--- config.mk ---
export PLATFORM = sky130hd
export DESIGN_NAME = compare_pipe_sched
export DESIGN_NICKNAME = d
export VERILOG_FILES = /design/src/rtl/compare_pipe_sched.sv
export SDC_FILE = /design/constraint.sdc
export NUM_CORES = 1
export LEC_CHECK = 0
export ABC_AREA = 1
export CAP_MARGIN = 20
export CORE_AREA = 2 2 288 290
export CTS_CLUSTER_SIZE = 20
export DETAILED_ROUTE_END_ITERATION = 10
export DIE_AREA = 0 0 290 292
export GPL_ROUTABILITY_DRIVEN = 0
export HOLD_SLACK_MARGIN = 0.08
export SLEW_MARGIN = 20
export SYNTH_ARGS = -nofsm -noshare
export SYNTH_HDL_FRONTEND = slang
export SYNTH_SLANG_ARGS = --single-unit
--- constraint.sdc ---
create_clock -name clk_i -period 3.14 [get_ports clk_i]
set_input_delay 0.628 -clock clk_i [delete_from_list [all_inputs] [get_ports clk_i]]
set_output_delay 0.628 -clock clk_i [all_outputs]
set_load 0.01 [all_outputs]
--- src/rtl/compare_pipe_sched.sv ---
// Round-robin front end for the shared 8-digit mixed-radix compare pipe: per-digit input skew,
// requester-id tag line aligned to the pipe latency, and a credit-protected FWFT result FIFO.
module compare_pipe_sched #(
  parameter int unsigned NUM_REQ    = 4,
  parameter int unsigned DIG_WIDTH  = 18,
  parameter int unsigned NUM_DIG    = 8,
  parameter int unsigned PIPE_LAT   = 8,
  parameter int unsigned FIFO_DEPTH = 16
) (
  input  logic                           clk_i,
  input  logic                           reset_i,
  input  logic [NUM_REQ-1:0]             req_valid_i,
  input  logic [NUM_REQ*NUM_DIG*DIG_WIDTH-1:0] req_digits_i,
  output logic [NUM_REQ-1:0]             req_ready_o,
  output logic [DIG_WIDTH-1:0]           cp_dig_0_o,
  output logic [DIG_WIDTH-1:0]           cp_dig_1_o,
  output logic [DIG_WIDTH-1:0]           cp_dig_2_o,
  output logic [DIG_WIDTH-1:0]           cp_dig_3_o,
  output logic [DIG_WIDTH-1:0]           cp_dig_4_o,
  output logic [DIG_WIDTH-1:0]           cp_dig_5_o,
  output logic [DIG_WIDTH-1:0]           cp_dig_6_o,
  output logic [DIG_WIDTH-1:0]           cp_dig_7_o,
  input  logic [1:0]                     cp_sign_in_i,
  output logic                           rsp_valid_o,
  input  logic                           rsp_ready_i,
  output logic [$clog2(NUM_REQ)-1:0]     rsp_id_o,
  output logic [1:0]                     rsp_sign_o,
  output logic                           busy_o
);

  localparam int unsigned IdW  = $clog2(NUM_REQ);
  localparam int unsigned PtrW = $clog2(FIFO_DEPTH);
  localparam int unsigned CntW = $clog2(FIFO_DEPTH + 1);
  localparam int unsigned OpW  = NUM_DIG * DIG_WIDTH;

  logic [IdW-1:0]  rr_ptr_q, rr_ptr_d, grant_id;
  logic [IdW:0]    cand_sum;
  logic            grant_found, issue, push, pop;
  logic [CntW-1:0] credit_q, credit_d, count_q, count_d;
  logic [OpW-1:0]  issue_ops;

  // Search from rr_ptr upward with wrap; first valid requester wins.
  always_comb begin
    grant_found = 1'b0;
    grant_id    = '0;
    cand_sum    = '0;
    for (int unsigned i = 0; i < NUM_REQ; i++) begin
      cand_sum = {1'b0, rr_ptr_q} + (IdW+1)'(i);
      if (cand_sum >= (IdW+1)'(NUM_REQ)) cand_sum = cand_sum - (IdW+1)'(NUM_REQ);
      if (!grant_found && req_valid_i[cand_sum[IdW-1:0]]) begin
        grant_found = 1'b1;
        grant_id    = cand_sum[IdW-1:0];
      end
    end
  end

  always_comb begin
    issue       = grant_found && (credit_q < CntW'(FIFO_DEPTH)) && !reset_i;
    req_ready_o = issue ? (NUM_REQ'(1) << grant_id) : '0;
    rr_ptr_d    = rr_ptr_q;
    if (issue) rr_ptr_d = (grant_id == IdW'(NUM_REQ - 1)) ? '0 : grant_id + 1'b1;
    issue_ops = '0;
    for (int unsigned r = 0; r < NUM_REQ; r++) begin
      if (IdW'(r) == grant_id) issue_ops = req_digits_i[r*OpW +: OpW];
    end
  end

  // Digit k sits behind k extra registers so the serial sign chain sees aligned operands.
  logic [DIG_WIDTH-1:0] cp_dig [NUM_DIG];
  for (genvar k = 0; k < NUM_DIG; k++) begin : g_skew
    logic [DIG_WIDTH-1:0] line_q [k+1];
    always_ff @(posedge clk_i) begin
      if (reset_i) begin
        for (int j = 0; j <= k; j++) line_q[j] <= '0;
      end else begin
        line_q[0] <= issue ? issue_ops[k*DIG_WIDTH +: DIG_WIDTH] : '0;
        for (int j = 1; j <= k; j++) line_q[j] <= line_q[j-1];
      end
    end
    assign cp_dig[k] = line_q[k];
  end

  assign cp_dig_0_o = cp_dig[0];
  assign cp_dig_1_o = cp_dig[1];
  assign cp_dig_2_o = cp_dig[2];
  assign cp_dig_3_o = cp_dig[3];
  assign cp_dig_4_o = cp_dig[4];
  assign cp_dig_5_o = cp_dig[5];
  assign cp_dig_6_o = cp_dig[6];
  assign cp_dig_7_o = cp_dig[7];

  logic [PIPE_LAT:0] tag_vld_q;
  logic [IdW-1:0]    tag_id_q [PIPE_LAT+1];

  always_ff @(posedge clk_i) begin
    if (reset_i) tag_vld_q <= '0;
    else         tag_vld_q <= {tag_vld_q[PIPE_LAT-1:0], issue};
  end

  always_ff @(posedge clk_i) begin
    tag_id_q[0] <= grant_id;
    for (int j = 1; j <= PIPE_LAT; j++) tag_id_q[j] <= tag_id_q[j-1];
  end

  assign push = tag_vld_q[PIPE_LAT];

  logic [IdW+1:0]  mem_q [FIFO_DEPTH];
  logic [IdW+1:0]  rd_word;
  logic [PtrW-1:0] wr_ptr_q, rd_ptr_q;

  function automatic logic [PtrW-1:0] ptr_inc(input logic [PtrW-1:0] p);
    return (p == PtrW'(FIFO_DEPTH - 1)) ? '0 : p + 1'b1;
  endfunction

  always_comb begin
    rsp_valid_o = (count_q != '0);
    pop         = rsp_valid_o && rsp_ready_i;
    rd_word     = mem_q[rd_ptr_q];
    rsp_id_o    = rsp_valid_o ? rd_word[IdW+1:2] : '0;
    rsp_sign_o  = rsp_valid_o ? rd_word[1:0] : '0;
    busy_o      = (credit_q != '0);
    count_d     = count_q;
    credit_d    = credit_q;
    case ({push, pop})
      2'b10:   count_d = count_q + 1'b1;
      2'b01:   count_d = count_q - 1'b1;
      default: count_d = count_q;
    endcase
    case ({issue, pop})
      2'b10:   credit_d = credit_q + 1'b1;
      2'b01:   credit_d = credit_q - 1'b1;
      default: credit_d = credit_q;
    endcase
  end

  always_ff @(posedge clk_i) begin
    if (push) mem_q[wr_ptr_q] <= {tag_id_q[PIPE_LAT], cp_sign_in_i};
  end

  always_ff @(posedge clk_i) begin
    if (reset_i) begin
      rr_ptr_q <= '0;
      credit_q <= '0;
      count_q  <= '0;
      wr_ptr_q <= '0;
      rd_ptr_q <= '0;
    end else begin
      rr_ptr_q <= rr_ptr_d;
      credit_q <= credit_d;
      count_q  <= count_d;
      if (push) wr_ptr_q <= ptr_inc(wr_ptr_q);
      if (pop)  rd_ptr_q <= ptr_inc(rd_ptr_q);
    end
  end

  // Credit accounting guarantees a push never meets a full FIFO without a matching pop.
  always_ff @(posedge clk_i) begin
    if (!reset_i) assert (!(push && count_q == CntW'(FIFO_DEPTH) && !pop));
  end

endmodule

==> results of run 1 <==
-- timing repair --
item,4_1_cts,5_1_grt
buffers inserted,11,4
pin swaps,18,15
gates cloned,0,4
resized for setup,62,50
hold endpoints to repair,0,0
setup endpoints to repair,111,96
-- logic make-up after synthesis --
logic type,after synthesis,synth area share [%]
adders and majority gates,17,0.813
muxes,8,0.296
and+or+nand+nor,1095,16.3
AOI/OAI and AO/OA,514,10.6
DFF,763,58.7
buffers and inverters,813,13.0
xor gates and xnor gates,7,0.226
-- per-stage QoR --
| stage | TNS [ns] | utilization, % |
|---|---|---|
| CTS | -0.416 | 47.3 |
| finish | -0.365 | 47.7 |
| floorplan | -0.00604 | - |
| global route | -0.809 | 47.7 |
| global placement | -85.83 | 43.6 |
| detailed placement | -88.86 | 43.6 |
-- critical path: stages --
cell and delay (ns):
sky130_fd_sc_hd__clkdlybuf4s50_1 0.50, sky130_fd_sc_hd__inv_1 0.06, sky130_fd_sc_hd__o21ai_0 0.25, sky130_fd_sc_hd__o21ai_2 0.12
sky130_fd_sc_hd__a21oi_2 0.19, sky130_fd_sc_hd__xor2_2 0.10, sky130_fd_sc_hd__nor2_4 0.19, sky130_fd_sc_hd__inv_2 0.08
sky130_fd_sc_hd__buf_6 0.12, sky130_fd_sc_hd__ha_4 0.16, sky130_fd_sc_hd__inv_4 0.07, sky130_fd_sc_hd__nor2_4 0.03
sky130_fd_sc_hd__buf_6 0.12
-- final timing paths --
check                       start                     end  slack, ns  depth (start not counted)
setup reg to reg      rr_ptr_q[0]  g_skew[7].line_q[0][0]       0.06                         19
setup / recovery   req_valid_i[0]          req_ready_o[2]      -0.12                         13
hold / removal    tag_id_q[0][13]         tag_id_q[0][15]       0.32                          0
hold reg to reg   tag_id_q[0][13]         tag_id_q[0][15]       0.32                          0
-- synth_stat cells --
master                      count  area share [%]
sky130_fd_sc_hd__a2111oi_0      1           0.032
sky130_fd_sc_hd__a211oi_1       1           0.028
sky130_fd_sc_hd__a21oi_1      173             3.2
sky130_fd_sc_hd__a31oi_1        1           0.023
sky130_fd_sc_hd__a32oi_1        8            0.26
sky130_fd_sc_hd__and2_1         1           0.023
sky130_fd_sc_hd__buf_1         17            0.24
sky130_fd_sc_hd__buf_12         8            0.59
sky130_fd_sc_hd__buf_2         22            0.41
sky130_fd_sc_hd__buf_4         77             2.1
sky130_fd_sc_hd__buf_6          2           0.083
sky130_fd_sc_hd__clkbuf_1     126             1.7
sky130_fd_sc_hd__clkinv_1       1           0.014
sky130_fd_sc_hd__dfxtp_1      699              52
sky130_fd_sc_hd__edfxtp_1      64             7.1
sky130_fd_sc_hd__fa_1           1           0.074
sky130_fd_sc_hd__ha_1          16            0.74
sky130_fd_sc_hd__inv_1        556             7.7
sky130_fd_sc_hd__inv_2          3           0.042
sky130_fd_sc_hd__inv_4          1           0.023
sky130_fd_sc_hd__mux2i_1        8            0.30
sky130_fd_sc_hd__nand2_1      360             5.0
sky130_fd_sc_hd__nand2_2        5            0.12
sky130_fd_sc_hd__nand2_4        1           0.042
sky130_fd_sc_hd__nand2_8        1           0.074
sky130_fd_sc_hd__nand3_1      155             2.9
sky130_fd_sc_hd__nand3_2        1           0.037
sky130_fd_sc_hd__nand3_4        1           0.065
sky130_fd_sc_hd__nand3b_1       1           0.028
sky130_fd_sc_hd__nand4_1        4           0.092
sky130_fd_sc_hd__nand4_2        1           0.046
sky130_fd_sc_hd__nor2_1       558             7.7
sky130_fd_sc_hd__nor2_4         1           0.042
sky130_fd_sc_hd__nor2_8         1           0.074
sky130_fd_sc_hd__nor3_1         3           0.055
sky130_fd_sc_hd__o211ai_1       8            0.22
sky130_fd_sc_hd__o21ai_0      252             4.7
sky130_fd_sc_hd__o21ai_1        2           0.037
sky130_fd_sc_hd__o21ai_2       60             1.9
sky130_fd_sc_hd__o221ai_1       8            0.26
sky130_fd_sc_hd__or2_2          1           0.023
sky130_fd_sc_hd__xnor2_1        3           0.097
sky130_fd_sc_hd__xor2_1         4            0.13
-- flip-flops by register name, indices dropped and copies added (netlist names), named ones only --
register / cells
g_skew.line_q: 648
mem_q: 64
tag_id_q: 18
tag_vld_q: 9
count_q: 5
credit_q: 5
rd_ptr_q: 4
wr_ptr_q: 4
rr_ptr_q: 2
-- where the power goes --
part           switching, W  internal, W
logic                0.0140      0.00897
registers          0.000478       0.0112
clock network       0.00406      0.00591
total                0.0186       0.0260
-- routing by layer --
layer | GRT usage, % | share of wire (%) | up-vias
met5 | 0.681 | 0.056 | -
met4 | 9.67 | 3.6 | 8
met3 | 4.72 | 7.1 | 149
met2 | 30.6 | 46 | 711
met1 | 23.8 | 43 | 9711
li1 | - | - | 11200
-- area by class of cell --
type                            instances  share of cell area, %
Sequential cell                       763                   40.9
Timing Repair Buffer                  861                   22.5
Multi-Input combinational cell       1641                   20.2
Clock buffer                          108                   5.91
Inverter                              561                   5.46
Tap cell                             1070                   3.44
Clock inverter                         42                   1.45
Antenna cell                           21                  0.135
==> run_summary.xml, run 1 <==
<?xml version="1.0" encoding="UTF-8"?>
<metrics>
  <group name="placed_design">
    <metric name="io_buffer_count" unit="">738</metric>
    <metric name="dp_cells" unit="">4880</metric>
    <metric name="placement.cell_area" unit="um2">35600</metric>
    <metric name="dpl.hpwl" unit="mm">61.6</metric>
    <metric name="place_ws" unit="ns">-0.838</metric>
  </group>
  <group name="global_routing">
    <metric name="global_route_wire_length_before_repair" unit="mm">124</metric>
    <metric name="grt_start_max_net_pins" unit="">237</metric>
    <metric name="gr-total-overflow" unit="">0</metric>
    <metric name="global_route.usage.total" unit="%">19.1</metric>
    <metric name="antenna_found_initial" unit="">26</metric>
    <metric name="grt_pass1_vias" unit="">20900</metric>
  </group>
  <group name="clocking">
    <metric name="max-clock-path-buffers" unit="">3</metric>
    <metric name="clkTransAtPathRegs" unit="ns">0.06</metric>
    <metric name="cts.root.buffer_cell" unit="">sky130_fd_sc_hd__clkbuf_16</metric>
    <metric name="post_cts_hold_buffer_count" unit="">0</metric>
    <metric name="tritoncts_num_sinks" unit="">763</metric>
    <metric name="ctsHtreeMaxLevel" unit="">3</metric>
    <metric name="tritoncts" unit="">built</metric>
    <metric name="cts-buffers-inserted" unit="">81</metric>
    <metric name="clock_latency" unit="ns">0.63</metric>
  </group>
  <group name="timing">
    <metric name="slew-limit-headroom" unit="%">29.2</metric>
    <metric name="fmaxAchievable" unit="GHz">0.307</metric>
    <metric name="skew" unit="ns">0.0255</metric>
    <metric name="finalHoldViolCount" unit="">0</metric>
    <metric name="post-route-worst-setup-slack" unit="ns">-0.121</metric>
    <metric name="fin_hold_ws" unit="ns">0.325</metric>
    <metric name="slew_viol_final" unit="">0</metric>
    <metric name="worstMarginPinSlew" unit="ns">1.06</metric>
    <metric name="final_critical_period" unit="ns">3.26</metric>
    <metric name="rsz0062_at_grt" unit="">true</metric>
    <metric name="setup_violations_final" unit="">4</metric>
    <metric name="min_period_over_period" unit="%">104</metric>
  </group>
  <group name="detailed_routing">
    <metric name="drt-wirelength-per-cell" unit="um">17.0</metric>
    <metric name="wirelength" unit="mm">85.9</metric>
    <metric name="final_antenna_net_count" unit="">0</metric>
    <metric name="drt_drc_violations_left" unit="">0</metric>
    <metric name="drtIter0Drc" unit="">1213</metric>
    <metric name="vias" unit="">21800</metric>
    <metric name="drt-vias-per-instance" unit="">4.29</metric>
    <metric name="first_pass_iters" unit="">5</metric>
  </group>
  <group name="layout">
    <metric name="num-nets-final" unit="">4511</metric>
    <metric name="final_cell_mix" unit="">728 x sky130_fd_sc_hd__clkdlybuf4s50_1, 695 x sky130_fd_sc_hd__dfxtp_1, 554 x sky130_fd_sc_hd__nor2_1, 550 x sky130_fd_sc_hd__inv_1, 348 x sky130_fd_sc_hd__nand2_1</metric>
    <metric name="post_layout_nonfiller_instances" unit="">5067</metric>
    <metric name="final_design_area_no_fill" unit="um2">38900</metric>
    <metric name="fraction_of_final_layout_cells_sized_beyond_drive_strength_1" unit="%">9.71</metric>
    <metric name="flow.area_growth_from_synthesis" unit="%">43.6</metric>
    <metric name="multi_input_comb_area" unit="um2">7850</metric>
    <metric name="sequential_cell_area" unit="um2">15900</metric>
    <metric name="mostFrequentLayoutCell" unit="">sky130_fd_sc_hd__clkdlybuf4s50_1</metric>
    <metric name="final.fill_count" unit="">7828</metric>
  </group>
  <group name="worst_setup_path">
    <metric name="worst-setup-path-type" unit="">primary input to output pin</metric>
    <metric name="critPathCaptureType" unit="">output pin</metric>
    <metric name="startpoint_class" unit="">primary input</metric>
    <metric name="timing.critical_path.required" unit="ns">2.51</metric>
    <metric name="worst-endpoint-arrival" unit="ns">2.63</metric>
    <metric name="worst-path-max-fanout" unit="">4</metric>
  </group>
  <group name="floorplanning">
    <metric name="initial_utilization" unit="%">33.2</metric>
    <metric name="die_width" unit="um">290</metric>
    <metric name="floorplan.core_area" unit="um2">81600</metric>
    <metric name="placement_row_count" unit="">105</metric>
    <metric name="die_area" unit="um2">84700</metric>
    <metric name="die-height" unit="um">292</metric>
    <metric name="io_pins" unit="">739</metric>
  </group>
  <group name="power">
    <metric name="power_density" unit="nW/um2">1150</metric>
    <metric name="maximum_ir_drop_on_the_vdd_rail" unit="V">0.00106</metric>
    <metric name="power_leakage" unit="nW">15.3</metric>
    <metric name="totalPowerFinal" unit="W">0.0446</metric>
  </group>
  <group name="synth">
    <metric name="number_of_synthesized_register_bits" unit="">763</metric>
    <metric name="synth.lib_cells_used.distinct" unit="">43</metric>
    <metric name="syn_area_per_cell" unit="um2">8.42</metric>
    <metric name="syn-num-nets" unit="">3819</metric>
    <metric name="syn_inst" unit="">3217</metric>
    <metric name="synth.cell_area" unit="um2">27100</metric>
    <metric name="post_synthesis_sequential_area_ratio" unit="%">58.7</metric>
    <metric name="synth.yosys.warnings" unit="">0</metric>
  </group>
  <group name="outcome">
    <metric name="outcome" unit="">finished with violations</metric>
    <metric name="failed_checks" unit="">negative setup slack</metric>
  </group>
  <group name="flow_run">
    <metric name="cap_violations" unit="">0</metric>
  </group>
  <group name="min_path">
    <metric name="hold_class" unit="">flip-flop to flip-flop</metric>
  </group>
</metrics>
No activity file was read; power rests on OpenSTA's default activity.
==> run 2: changes to the inputs <==
SETUP_SLACK_MARGIN = 0.4   (was unset)
==> run 2 against run 1 <==
The flow still finishes with violations (negative setup slack). Combinational power rose by 54%. Worst setup slack got worse by 0.021 ns. Critical path depth rose by 4. Die area did not move. Clock power fell by 2%. Cell count rose by 1.4%. First-iteration DRC count rose by 21%. Non-clock buffer count rose by 80. Core utilization rose by 3.4 points. Critical path type is now flip-flop to output pin.
==> run_summary.xml, run 2 (synthesized netlist as in run 1, its figures left out) <==
<?xml version="1.0" encoding="UTF-8"?>
<metrics>
  <group name="outcome">
    <metric name="outcome" unit="">finished with violations</metric>
    <metric name="failed_checks" unit="">negative setup slack</metric>
  </group>
  <group name="clocking">
    <metric name="tritoncts_num_sinks" unit="">763</metric>
    <metric name="post_cts_hold_buffer_count" unit="">0</metric>
    <metric name="max-clock-path-buffers" unit="">3</metric>
    <metric name="tritoncts" unit="">built</metric>
    <metric name="cts.root.buffer_cell" unit="">sky130_fd_sc_hd__clkbuf_16</metric>
    <metric name="clkTransAtPathRegs" unit="ns">0.06</metric>
    <metric name="cts-buffers-inserted" unit="">82</metric>
    <metric name="clock_latency" unit="ns">0.62</metric>
    <metric name="ctsHtreeMaxLevel" unit="">3</metric>
  </group>
  <group name="detailed_routing">
    <metric name="vias" unit="">23100</metric>
    <metric name="wirelength" unit="mm">96.6</metric>
    <metric name="drt-wirelength-per-cell" unit="um">18.8</metric>
    <metric name="wl_met3" unit="mm">8.05</metric>
    <metric name="drt-vias-per-instance" unit="">4.50</metric>
    <metric name="first_pass_iters" unit="">5</metric>
    <metric name="met2_wire_len" unit="mm">46.3</metric>
    <metric name="drt_drc_violations_left" unit="">0</metric>
    <metric name="drtIter0Drc" unit="">1463</metric>
    <metric name="top_layer_used" unit="">met5</metric>
    <metric name="routedLengthMet1" unit="mm">38.2</metric>
    <metric name="final_antenna_net_count" unit="">0</metric>
  </group>
  <group name="worst_setup_path">
    <metric name="timing.critical_path.required" unit="ns">2.51</metric>
    <metric name="cpMaxStageDelayCell" unit="">sky130_fd_sc_hd__dfxtp_2</metric>
    <metric name="worst-path-max-fanout" unit="">4</metric>
    <metric name="timing.critical_path.cells" unit="">inv_4, nand2_1, nand2_4, nand2_4, nand2_4, nor2_4, buf_4, nand4_1, nand4_1, o21ai_2, buf_6, inv_4, buf_6, ha_4, inv_6, nor2_4, buf_6</metric>
    <metric name="critPathCaptureType" unit="">output pin</metric>
    <metric name="worst-endpoint-arrival" unit="ns">2.65</metric>
    <metric name="startpoint_class" unit="">flip-flop</metric>
    <metric name="worst-setup-path-type" unit="">flip-flop to output pin</metric>
    <metric name="critical_path_buf_inv_count" unit="">7</metric>
    <metric name="timing.critical_path.max_delay_family" unit="">simple AND/OR/NAND/NOR gates</metric>
    <metric name="slowest_delay" unit="ns">0.42</metric>
  </group>
  <group name="layout">
    <metric name="final_design_area_no_fill" unit="um2">41700</metric>
    <metric name="largest_register" unit="">g_skew.line_q</metric>
    <metric name="post_layout_nonfiller_instances" unit="">5139</metric>
    <metric name="fraction_of_final_layout_cells_sized_beyond_drive_strength_1" unit="%">17.3</metric>
    <metric name="flow.area_growth_from_synthesis" unit="%">53.7</metric>
    <metric name="mostFrequentLayoutCell" unit="">sky130_fd_sc_hd__clkdlybuf4s50_1</metric>
    <metric name="final_cell_mix" unit="">725 x sky130_fd_sc_hd__clkdlybuf4s50_1, 694 x sky130_fd_sc_hd__dfxtp_1, 554 x sky130_fd_sc_hd__nor2_1, 547 x sky130_fd_sc_hd__inv_1, 326 x sky130_fd_sc_hd__nand2_1</metric>
    <metric name="reg_top3" unit="">g_skew.line_q x648, mem_q x64, tag_id_q x18</metric>
    <metric name="largest_register_ffs" unit="">648</metric>
    <metric name="num-nets-final" unit="">4592</metric>
  </group>
  <group name="placed_design">
    <metric name="placement.cell_area" unit="um2">35500</metric>
    <metric name="place_ws" unit="ns">-0.785</metric>
    <metric name="dpl.hpwl" unit="mm">61.6</metric>
    <metric name="io_buffer_count" unit="">738</metric>
    <metric name="dp_cells" unit="">4875</metric>
  </group>
  <group name="floorplanning">
    <metric name="io_pins" unit="">739</metric>
    <metric name="placement_row_count" unit="">105</metric>
    <metric name="floorplan.core_area" unit="um2">81600</metric>
    <metric name="die_width" unit="um">290</metric>
    <metric name="die-height" unit="um">292</metric>
    <metric name="initial_utilization" unit="%">33.2</metric>
    <metric name="die_area" unit="um2">84700</metric>
  </group>
  <group name="global_routing">
    <metric name="global_route.usage.total" unit="%">20.0</metric>
    <metric name="antenna_found_initial" unit="">32</metric>
    <metric name="global_route_wire_length_before_repair" unit="mm">129</metric>
    <metric name="grt_start_max_net_pins" unit="">219</metric>
    <metric name="grt_pass1_vias" unit="">21800</metric>
    <metric name="gr-total-overflow" unit="">0</metric>
  </group>
  <group name="power">
    <metric name="power_leakage" unit="nW">16.2</metric>
    <metric name="power_density" unit="nW/um2">1370</metric>
    <metric name="totalPowerFinal" unit="W">0.0569</metric>
    <metric name="maximum_ir_drop_on_the_vdd_rail" unit="V">0.00109</metric>
  </group>
  <group name="timing">
    <metric name="worstMarginPinSlew" unit="ns">0.978</metric>
    <metric name="finalHoldViolCount" unit="">0</metric>
    <metric name="skew" unit="ns">0.0337</metric>
    <metric name="fmaxAchievable" unit="GHz">0.305</metric>
    <metric name="slew_viol_final" unit="">0</metric>
    <metric name="fin_hold_ws" unit="ns">0.312</metric>
    <metric name="setup_violations_final" unit="">4</metric>
    <metric name="min_period_over_period" unit="%">105</metric>
    <metric name="post-route-worst-setup-slack" unit="ns">-0.142</metric>
    <metric name="rsz0062_at_grt" unit="">true</metric>
    <metric name="slew-limit-headroom" unit="%">34.8</metric>
    <metric name="final_critical_period" unit="ns">3.28</metric>
  </group>
  <group name="flow_run">
    <metric name="cap_violations" unit="">0</metric>
  </group>
  <group name="min_path">
    <metric name="hold_class" unit="">flip-flop to flip-flop</metric>
  </group>
</metrics>
==> run 2: cell count changes in the layout (fill, tap and decap cells not counted), sizes merged <==
| cell | delta |
|---|---|
| dlygate4sd2 | -3 |
| buf | +67 |
| clkinv | -4 |
| inv | -3 |
| dlymetal6s2s | +2 |
| bufinv | -2 |
| diode | -2 |
| clkdlybuf4s50 | -3 |
| clkbuf | +20 |
==> run 2: path summary, 6_finish.rpt <==
path	from	to	slack, ns	depth (start not counted)
worst min register to register	tag_id_q[0][1]	tag_id_q[0][3]	0.31	0
worst max register to register	rr_ptr_q[1]	g_skew[3].line_q[0][8]	0.03	23
worst min-delay path	tag_id_q[0][1]	tag_id_q[0][3]	0.31	0
worst max-delay path	rr_ptr_q[1]	req_ready_o[2]	-0.14	17
==> run 2: layer usage <==
metal	global-route usage (%)	vias to the layer above
met5	0	-
met4	10.2	16
met3	5.75	215
met2	33.0	866
met1	23.7	10700
li1	-	11400
==> run 2: cell type report <==
type / instances / area, um2
fillers: 7617 / 39900
flip-flops and latches: 763 / 15900
repair buffers: 941 / 10300
multi-input cells: 1641 / 9120
clock buffers: 111 / 2340
inverters: 561 / 2140
well taps: 1070 / 1340
clock inverters: 33 / 448
diodes: 19 / 47.5
==> run 2: power by group <==
part	internal (W)	switching, W	leakage, nW
logic	0.0158	0.0196	8.63
clock network	0.00578	0.00402	1.35
registers	0.0112	0.000483	6.27
total	0.0328	0.0241	16.2
==> run 2: worst reg2reg max path, stage by stage, from the launching register on <==
cell and delay [ns]:
sky130_fd_sc_hd__dfxtp_2 0.42, sky130_fd_sc_hd__inv_4 0.08, sky130_fd_sc_hd__nand2_1 0.10, sky130_fd_sc_hd__nand2_4 0.08, sky130_fd_sc_hd__nand2_4 0.08, sky130_fd_sc_hd__nand2_4 0.05
sky130_fd_sc_hd__nor2_4 0.11, sky130_fd_sc_hd__buf_4 0.13, sky130_fd_sc_hd__nand4_1 0.09, sky130_fd_sc_hd__nand4_1 0.12, sky130_fd_sc_hd__o21ai_2 0.08, sky130_fd_sc_hd__buf_6 0.13
sky130_fd_sc_hd__buf_6 0.11, sky130_fd_sc_hd__ha_4 0.17, sky130_fd_sc_hd__buf_4 0.14, sky130_fd_sc_hd__buf_6 0.12, sky130_fd_sc_hd__clkbuf_16 0.17, sky130_fd_sc_hd__buf_4 0.14
sky130_fd_sc_hd__buf_12 0.14, sky130_fd_sc_hd__a21oi_2 0.14, sky130_fd_sc_hd__nand2_1 0.08, sky130_fd_sc_hd__o21ai_2 0.09, sky130_fd_sc_hd__o21ai_2 0.10, sky130_fd_sc_hd__buf_4 0.13
==> run 2: timing repair <==
| item | 4_1_cts | 5_1_grt |
|---|---|---|
| gates resized for setup | 174 | 496 |
| endpoints found under the setup margin | 155 | 156 |
| buffers inserted | 20 | 44 |
| cloned | 8 | 29 |
| pin swaps | 64 | 141 |
==> run 2: through the flow <==
| stage | TNS [ns] | util [%] |
|---|---|---|
| 6_report | -0.497 | 51.1 |
| 2_1_floorplan | 0 | - |
| 5_1_grt | -1.12 | 51.0 |
| 3_5_place_dp | -82.10 | 43.6 |
| 3_3_place_gp | -79.46 | 43.6 |
| 4_1_cts | -0.678 | 47.8 |
